`src/rtl/io_request_bridge.sv`:
```
// io_request_bridge: turns CPU valid/ready requests into the IO block's single-cycle
// strobe interface, with credit-limited, in-order read responses.
module io_request_bridge #(
  parameter int REQ_DEPTH    = 4,
  parameter int RESP_DEPTH   = 4,
  parameter int READ_LATENCY = 2
) (
  input  logic        main_clk,
  input  logic        main_reset_n,
  input  logic        req_valid,
  output logic        req_ready,
  input  logic        req_write,
  input  logic        req_byte,
  input  logic [31:0] req_address,
  input  logic [15:0] req_data,
  output logic        resp_valid,
  input  logic        resp_ready,
  output logic [15:0] resp_data,
  output logic [31:0] address_io,
  output logic [15:0] data_in_io,
  output logic [1:0]  control_io,
  input  logic [15:0] data_out_io,
  output logic        busy
);

  localparam int QAW = $clog2(REQ_DEPTH);
  localparam int RAW = $clog2(RESP_DEPTH);
  localparam int QCW = QAW + 1;
  localparam int RCW = RAW + 1;
  localparam int PD  = READ_LATENCY + 1;
  localparam int EW  = 50;

  logic [EW-1:0]  req_mem [REQ_DEPTH];
  logic [QAW-1:0] req_wr_q, req_wr_d, req_rd_q, req_rd_d;
  logic [QCW-1:0] req_cnt_q, req_cnt_d;
  logic           req_push, req_empty;
  logic [EW-1:0]  req_head;
  logic           head_write, head_byte;
  logic [31:0]    head_addr;
  logic [15:0]    head_data;

  logic           issue, issue_read, credit_ok;
  logic [RCW:0]   credit_sum;
  logic           issue_valid_q, issue_valid_d;
  logic [31:0]    address_q, address_d;
  logic [15:0]    data_in_q, data_in_d;
  logic [1:0]     control_q, control_d;

  logic [PD-1:0]  pipe_vld_q, pipe_vld_d, pipe_byte_q, pipe_byte_d;
  logic [RCW-1:0] inflight_q, inflight_d;
  logic           capture;
  logic [15:0]    capture_data;

  logic [15:0]    resp_mem [RESP_DEPTH];
  logic [RAW-1:0] resp_wr_q, resp_wr_d, resp_rd_q, resp_rd_d;
  logic [RCW-1:0] resp_cnt_q, resp_cnt_d;
  logic           resp_pop;

  assign req_empty = (req_cnt_q == '0);
  assign req_ready = (req_cnt_q != QCW'(REQ_DEPTH));
  assign req_push  = req_valid && req_ready;
  assign req_head  = req_mem[req_rd_q];
  assign {head_write, head_byte, head_addr, head_data} = req_head;

  // A read may only issue if a response slot is guaranteed for it.
  assign credit_sum = {1'b0, inflight_q} + {1'b0, resp_cnt_q};
  assign credit_ok  = credit_sum < (RCW+1)'(RESP_DEPTH);
  assign issue      = !req_empty && (head_write || credit_ok);
  assign issue_read = issue && !head_write;

  assign capture      = pipe_vld_q[PD-1];
  assign capture_data = pipe_byte_q[PD-1] ? {8'h00, data_out_io[7:0]} : data_out_io;

  assign resp_valid = (resp_cnt_q != '0);
  assign resp_pop   = resp_valid && resp_ready;
  assign resp_data  = resp_valid ? resp_mem[resp_rd_q] : '0;

  assign address_io = address_q;
  assign data_in_io = data_in_q;
  assign control_io = control_q;
  assign busy       = !req_empty || issue_valid_q || (|pipe_vld_q) || resp_valid;

  always_comb begin
    req_wr_d      = req_wr_q + QAW'(req_push);
    req_rd_d      = req_rd_q + QAW'(issue);
    req_cnt_d     = req_cnt_q + QCW'(req_push) - QCW'(issue);
    issue_valid_d = issue;
    address_d     = issue ? head_addr : address_q;
    data_in_d     = issue ? head_data : data_in_q;
    control_d     = issue ? {head_write, head_byte} : 2'b00;
    pipe_vld_d    = pipe_vld_q;
    pipe_byte_d   = pipe_byte_q;
    pipe_vld_d[0]  = issue_read;
    pipe_byte_d[0] = head_byte;
    for (int i = 1; i < PD; i++) begin
      pipe_vld_d[i]  = pipe_vld_q[i-1];
      pipe_byte_d[i] = pipe_byte_q[i-1];
    end
    inflight_d = inflight_q + RCW'(issue_read) - RCW'(capture);
    resp_wr_d  = resp_wr_q + RAW'(capture);
    resp_rd_d  = resp_rd_q + RAW'(resp_pop);
    resp_cnt_d = resp_cnt_q + RCW'(capture) - RCW'(resp_pop);
  end

  always_ff @(posedge main_clk or negedge main_reset_n) begin
    if (!main_reset_n) begin
      req_wr_q      <= '0;
      req_rd_q      <= '0;
      req_cnt_q     <= '0;
      issue_valid_q <= 1'b0;
      address_q     <= '0;
      data_in_q     <= '0;
      control_q     <= 2'b00;
      pipe_vld_q    <= '0;
      pipe_byte_q   <= '0;
      inflight_q    <= '0;
      resp_wr_q     <= '0;
      resp_rd_q     <= '0;
      resp_cnt_q    <= '0;
    end else begin
      req_wr_q      <= req_wr_d;
      req_rd_q      <= req_rd_d;
      req_cnt_q     <= req_cnt_d;
      issue_valid_q <= issue_valid_d;
      address_q     <= address_d;
      data_in_q     <= data_in_d;
      control_q     <= control_d;
      pipe_vld_q    <= pipe_vld_d;
      pipe_byte_q   <= pipe_byte_d;
      inflight_q    <= inflight_d;
      resp_wr_q     <= resp_wr_d;
      resp_rd_q     <= resp_rd_d;
      resp_cnt_q    <= resp_cnt_d;
    end
  end

  // Storage arrays carry no reset; occupancy counters gate every read of them.
  always_ff @(posedge main_clk) begin
    if (req_push) begin
      req_mem[req_wr_q] <= {req_write, req_byte, req_address, req_data};
    end
    if (capture) begin
      resp_mem[resp_wr_q] <= capture_data;
    end
  end

  assert property (@(posedge main_clk) disable iff (!main_reset_n)
    !(capture && !resp_pop && (resp_cnt_q == RCW'(RESP_DEPTH))));

endmodule

```
`config.mk`:
```
export PLATFORM = sky130hd
export DESIGN_NAME = io_request_bridge
export DESIGN_NICKNAME = d
export VERILOG_FILES = /design/src/rtl/io_request_bridge.sv
export SDC_FILE = /design/constraint.sdc
export NUM_CORES = 1
export LEC_CHECK = 0
export ABC_AREA = 1
export CORE_AREA = 5 5 157 159
export CTS_BUF_LIST = sky130_fd_sc_hd__clkbuf_2
export CTS_CLUSTER_SIZE = 10
export DETAILED_ROUTE_END_ITERATION = 10
export DIE_AREA = 0 0 162 164
export PLACE_DENSITY = 0.8
export RECOVER_POWER = 50
export SLEW_MARGIN = 30
export SYNTH_ARGS = -nofsm -noshare
export SYNTH_HDL_FRONTEND = slang
export SYNTH_SLANG_ARGS = --single-unit
```
`constraint.sdc`:
```
create_clock -name main_clk -period 5.6 [get_ports main_clk]
set_input_delay 1.12 -clock main_clk [delete_from_list [all_inputs] [get_ports main_clk]]
set_output_delay 1.12 -clock main_clk [all_outputs]
set_load 0.02 [all_outputs]
```
==> flow_metrics.tcl, run 1 <==
set metrics [dict create \
    area.sequential_sq_um 9780 \
    drt_iter0_markers 668 \
    rr_startpoint "req_rd_q[1]$_DFF_PN0_" \
    switching_share 0.400 \
    avgSynthCellArea_sq_um 11.9 \
    port_buffers 138 \
    die_area_sq_um 26600 \
    hold_class "reg2reg" \
    placed_cells 1487 \
    gr-total-overflow 0 \
    netlist.top_cell.by_area "edfxtp_1" \
    sequentialPowerShare 0.418 \
    drv_cap 2 \
    total_power_mw 9.06 \
    nets 1361 \
    utilization 0.671 \
    p_int_mw 5.44 \
    detailroute.via_count 8486 \
    start_kind "flop" \
    cts_resized 0 \
    p_leak_nw 6.19 \
    die_w_um 162 \
    fillers 1668 \
    final_cells 1638 \
    ir_drop_mv 0.327 \
    worstSetupStartpoint "resp_rd_q[1]$_DFF_PN0_" \
    clockRootBuffer "clkbuf_2" \
    synth-seq-area-share 0.746 \
    hold_buffers 0 \
    drive_above_1_share 0.117 \
    synthesis.nets 1182 \
    ys_types 25 \
    post_cts_buffers 0 \
    p_switching_mw 3.62 \
    wire_per_inst_um 16.7 \
    cts_buffers 79 \
    power_density_nw_per_um2 584 \
    start_util 0.567 \
    dp_hpwl_um 15700 \
    final_antenna_net_count 0 \
    ios 139 \
    tightest_slew_ps 2320 \
    synth-seq-cells 338 \
    synth_area_sq_um 13100 \
    grt_max_degree 61 \
    violations "max-capacitance violations, max-slew violations" \
    worstSetupPathType "reg2out" \
    clockPowerShare 0.181 \
    path_max_fanout 18 \
    endpoint_kind "output port" \
    drt_wl_total_um 27300 \
    clock_sinks 338 \
    core_sq_um 23100 \
    cts_tree "yes" \
    synth.area.top_cells "edfxtp_1 61%, dfrtp_1 14%, nor2_1 7.8%" \
    clk_latency_ps 830 \
    clk_pin_slew_worst_paths_ps 110 \
    worst_slack_ps 1210 \
    synth_top_area_frac 0.605 \
    grt_pass1_vias 8749 \
    dr.pass1.iters 5 \
    fin_crit_sh 0.784 \
    synth_warnings 0 \
    skew_ps 46.9 \
    grt_use_total 0.207 \
    grt_pass1_wl_um 43400 \
    place.gp.congestion 0.748 \
    post-route-drc-count 0 \
    holdWs_ps 361 \
    cts_max_path_buffers 3 \
    dp_slack_ps 2090 \
    finalSetupViolations 0 \
    period_needed_ps 4390 \
    placed_area_sq_um 14700 \
    viasPerCell 5.18 \
    max_freq_ghz 0.228 \
    final.setup.tns_ps 0 \
    rsz0062_at_grt "false" \
    finalHoldViolations 0 \
    fp-row-count 56 \
    combPwrFrac 0.401 \
    final_area_sq_um 15500 \
    area_growth_pct 18.4 \
    slew_violations 77 \
    antenna_found_initial 7 \
    syn_inst 1099 \
    worstPathArrival_ps 3270 \
    status "complete, but fails checks" \
    multi_input_area_sq_um 2960 \
    fp.dieH_um 164 \
    cts_max_level 3 \
    hp-start "pipe_byte_q[0]$_DFF_PN0_" \
    required_ps 4480 \
    maxSlewHeadroom -0.544 \
]
==> cells in the mapped netlist <==
library cell and instances:
edfxtp_1 264, inv_1 33, buf_6 2, nor2_1 271
nor4_1 1, nand4_1 2, nor3_2 1, nor3_1 8
nand3_1 5, fa_1 3, nand3_2 1, a21oi_1 18
xor2_1 5, clkbuf_1 22, buf_2 25, nand3b_1 1
xnor2_1 4, nand2_2 2, o21ai_0 130, nand2_1 207
nand2_4 1, inv_2 3, buf_1 6, ha_1 10
dfrtp_1 74
==> kinds of logic after synthesis <==
logic type	after synthesis	share of synthesized area
flops	338	0.746
xor+xnor	9	0.00602
fa+ha+maj	13	0.0141
simple gates	500	0.147
compound gates	148	0.0565
buf+inv	91	0.0296
==> layout by cell type (no fill, tap or decap), drive strengths merged <==
master           n
clkinvlp         1
nand4            2
clkbuf         126
inv             37
xor2             5
clkdlybuf4s50   71
fa               3
buf             10
edfxtp         264
ha              10
nor2           271
nand3            6
nor4             1
dlygate4sd3     66
dfrtp           74
bufinv           3
clkinv          22
nand3b           1
xnor2            4
o21ai          130
diode            4
nand2          210
nor3             9
a21oi           18
==> sequential cells by signal, indices dropped and copies added, names as in the netlist <==
| register | cells |
|---|---|
| req_mem | 200 |
| resp_mem | 64 |
| address_io | 32 |
| data_in_io | 16 |
| inflight_q | 3 |
| pipe_byte_q | 3 |
| pipe_vld_q | 3 |
| req_cnt_q | 3 |
| resp_cnt_q | 3 |
| control_io | 2 |
| req_rd_q | 2 |
| req_wr_q | 2 |
| resp_rd_q | 2 |
| resp_wr_q | 2 |
| issue_valid_q | 1 |
==> final timing paths <==
kind / endpoint / slack [ps] / cells after the start
worst max register to register: address_io[24]$_DFFE_PN0P_ / 1960 / 10
worst min-delay path: pipe_byte_q[1]$_DFF_PN0_ / 360 / 0
worst min register to register: pipe_byte_q[1]$_DFF_PN0_ / 360 / 0
min in group asynchronous: address_io[19]$_DFFE_PN0P_ / 970 / 1
max in group asynchronous: req_rd_q[0]$_DFF_PN0_ / 1510 / 2
worst max-delay path: resp_data[12] / 1210 / 5
==> power by group through the flow <==
stage	Sequential [mW]	Clock (mW)	Combinational, mW
after global placement	3.82	0	3.55
after global routing	3.85	1.83	4.05
final	3.78	1.64	3.64
after CTS	3.78	1.69	3.70
after floorplan	3.96	0	2.24
after detailed placement	3.83	0	3.70
==> worst max-delay path, cell delays in order, from the launching register on <==
cell and delay [ps]:
dfrtp_1 800, inv_1 500, nor2_1 180, o21ai_0 100, a21oi_1 210, clkdlybuf4s50_1 640
==> cell type report <==
type                    count  share of cell area
flip-flops and latches    338               0.631
clock buffers             120              0.0387
repair buffers            153              0.0947
inverters                  36             0.00879
clock inverters            27              0.0123
multi-input cells         670               0.191
well taps                 290              0.0234
diodes                      4            0.000645
==> routing by layer <==
| layer | share of wire | GRT usage | routed length (um) |
|---|---|---|---|
| met5 | 0.0013 | 0 | 36 |
| met4 | 0.015 | 0.0704 | 410 |
| met3 | 0.067 | 0.0575 | 1830 |
| met2 | 0.50 | 0.351 | 13700 |
| met1 | 0.41 | 0.260 | 11300 |
(Power assumes the default switching activity.)
==> run 2, diff against run 1 <==
Clock period 5.6 ns to 4.1 ns, I/O delays scaled along.
==> run 2 against run 1 <==
Net effect:
- the run now ends clean
- via count decreased by 0.11%
- register-to-register slack worse by 1000 ps
- clock skew is 23 ps higher
- setup slack lost 810 ps
- combinational power is 37% higher
- highest routed layer unchanged
- non-clock buffer count up 2
- die area unchanged
- core utilization decreased by 0.087 points
- total power rose by 35%
- sequential power is 36% higher
- largest cell class unchanged
==> flow_metrics.tcl, run 2 (synthesized netlist as in run 1, its figures left out) <==
set metrics [dict create \
    critPathMaxStageDelay_ps 650 \
    grt_max_degree 79 \
    viasPerCell 5.17 \
    largest-register "req_mem" \
    worstSetupPathType "reg2out" \
    dp_hpwl_um 15400 \
    status "complete, no violations" \
    r2r_end "address_io[27]$_DFFE_PN0P_" \
    clk_latency_ps 850 \
    critPathBufInv 2 \
    antenna_found_initial 10 \
    power_density_nw_per_um2 789 \
    grt_use_total 0.206 \
    final_antenna_net_count 0 \
    cts_max_level 3 \
    grt_pass1_wl_um 43400 \
    cts_buffers 80 \
    drive_above_1_share 0.115 \
    ios 139 \
    area_growth_pct 18.3 \
    whs_path_depth 0 \
    worstPathArrival_ps 2880 \
    hold_path_end "pipe_byte_q[2]$_DFF_PN0_" \
    p_leak_nw 6.16 \
    rr_startpoint "req_rd_q[0]$_DFF_PN0_" \
    drt_iter0_markers 580 \
    core_sq_um 23100 \
    place.gp.congestion 0.762 \
    worstPathCellList "inv_1 > o21ai_0 > a21oi_1 > clkdlybuf4s50_1" \
    drt_wl_total_um 27000 \
    endpoint_kind "output port" \
    rsz0062_at_grt "false" \
    gr-total-overflow 0 \
    placed_area_sq_um 14800 \
    nets 1364 \
    wire_per_inst_um 16.4 \
    detailroute.via_count 8477 \
    largest_reg_flops 200 \
    r2r_cells 9 \
    tightest_slew_ps 1300 \
    max_freq_ghz 0.270 \
    required_ps 3280 \
    cts_tree "yes" \
    critPathTopFamily "buffers and inverters" \
    cpMaxStageDelayCell "clkdlybuf4s50_1" \
    finalSetupViolations 0 \
    die_area_sq_um 26600 \
    start_kind "flop" \
    clock_sinks 338 \
    ir_drop_mv 0.518 \
    skew_ps 69.5 \
    clk_pin_slew_worst_paths_ps 100 \
    hold_class "reg2reg" \
    final.setup.tns_ps 0 \
    post-route-drc-count 0 \
    fp.dieH_um 164 \
    fp-row-count 56 \
    path_max_fanout 32 \
    start_util 0.567 \
    cts_max_path_buffers 3 \
    fin_crit_sh 0.903 \
    port_buffers 138 \
    dr.pass1.iters 6 \
    clockRootBuffer "clkbuf_2" \
    hp-start "pipe_byte_q[1]$_DFF_PN0_" \
    final_cell_mix "271 x nor2_1, 264 x edfxtp_1, 207 x nand2_1, 130 x o21ai_0, 115 x clkbuf_2" \
    post_cts_buffers 0 \
    grt_pass1_vias 8751 \
    period_needed_ps 3700 \
    slew_violations 0 \
    cts_resized 0 \
    final_area_sq_um 15500 \
    maxSlewHeadroom 0.134 \
    finalHoldViolations 0 \
    die_w_um 162 \
    drv_cap 0 \
    holdWs_ps 366 \
    regToRegSetupSlack_ps 920 \
    final_common_cell "nor2_1" \
]
==> run 2: final cells by class <==
class                   count  area, sq um
fillers                  1709         7620
flip-flops and latches    338         9780
repair buffers            155         1500
clock inverters            33          171
inverters                  36          136
diodes                      4         10.0
well taps                 290          363
clock buffers             115          576
multi-input cells         670         2960
==> run 2: where the power goes <==
| group | switching [mW] | internal, mW |
|---|---|---|
| Combinational | 3.24 | 1.74 |
| Sequential | 0.421 | 4.72 |
| Clock | 1.27 | 0.831 |
==> run 2: metrics by stage <==
| step | utilization | instances | total power [mW] | setup slack [ps] |
|---|---|---|---|---|
| after floorplan | - | 1099 | 8.46 | -779 |
| final | 0.670 | 1641 | 12.2 | 398 |
| after global placement | 0.638 | 1488 | 10.1 | 1270 |
| after global routing | 0.670 | 1641 | 13.2 | 82.4 |
| after detailed placement | 0.638 | 1488 | 10.3 | 1110 |
| after CTS | 0.671 | 1637 | 12.4 | 333 |
==> run 2: layer usage <==
layer / vias to the layer above / track usage / part of all wire
met4: 10 / 0.0673 / 0.017
li1: 4126 / - / -
met2: 274 / 0.352 / 0.49
met5: - / 0 / 0.0022
met1: 4019 / 0.255 / 0.42
met3: 48 / 0.0635 / 0.071
==> run 2: worst max-delay path by stage <==
stage                           startpoint                    endpoint  slack, ps  cells past startpoint
floorplan                        req_valid     req_mem[0][0]$_DFFE_PP_       -780                      2
CTS                 resp_rd_q[0]$_DFF_PN0_               resp_data[11]        330                      4
finish              resp_rd_q[0]$_DFF_PN0_               resp_data[15]        400                      4
detailed placement   req_rd_q[0]$_DFF_PN0_  address_io[10]$_DFFE_PN0P_       1110                      9
global route        resp_rd_q[0]$_DFF_PN0_                resp_data[1]         80                      4
global placement    resp_rd_q[0]$_DFF_PN0_               resp_data[11]       1270                      4
==> run 2: timing repair <==
| action | in CTS | in global routing |
|---|---|---|
| hold buffers | 1 | 0 |
| hold endpoints to repair | 6 | 0 |
| endpoints found under the setup margin | 0 | 0 |
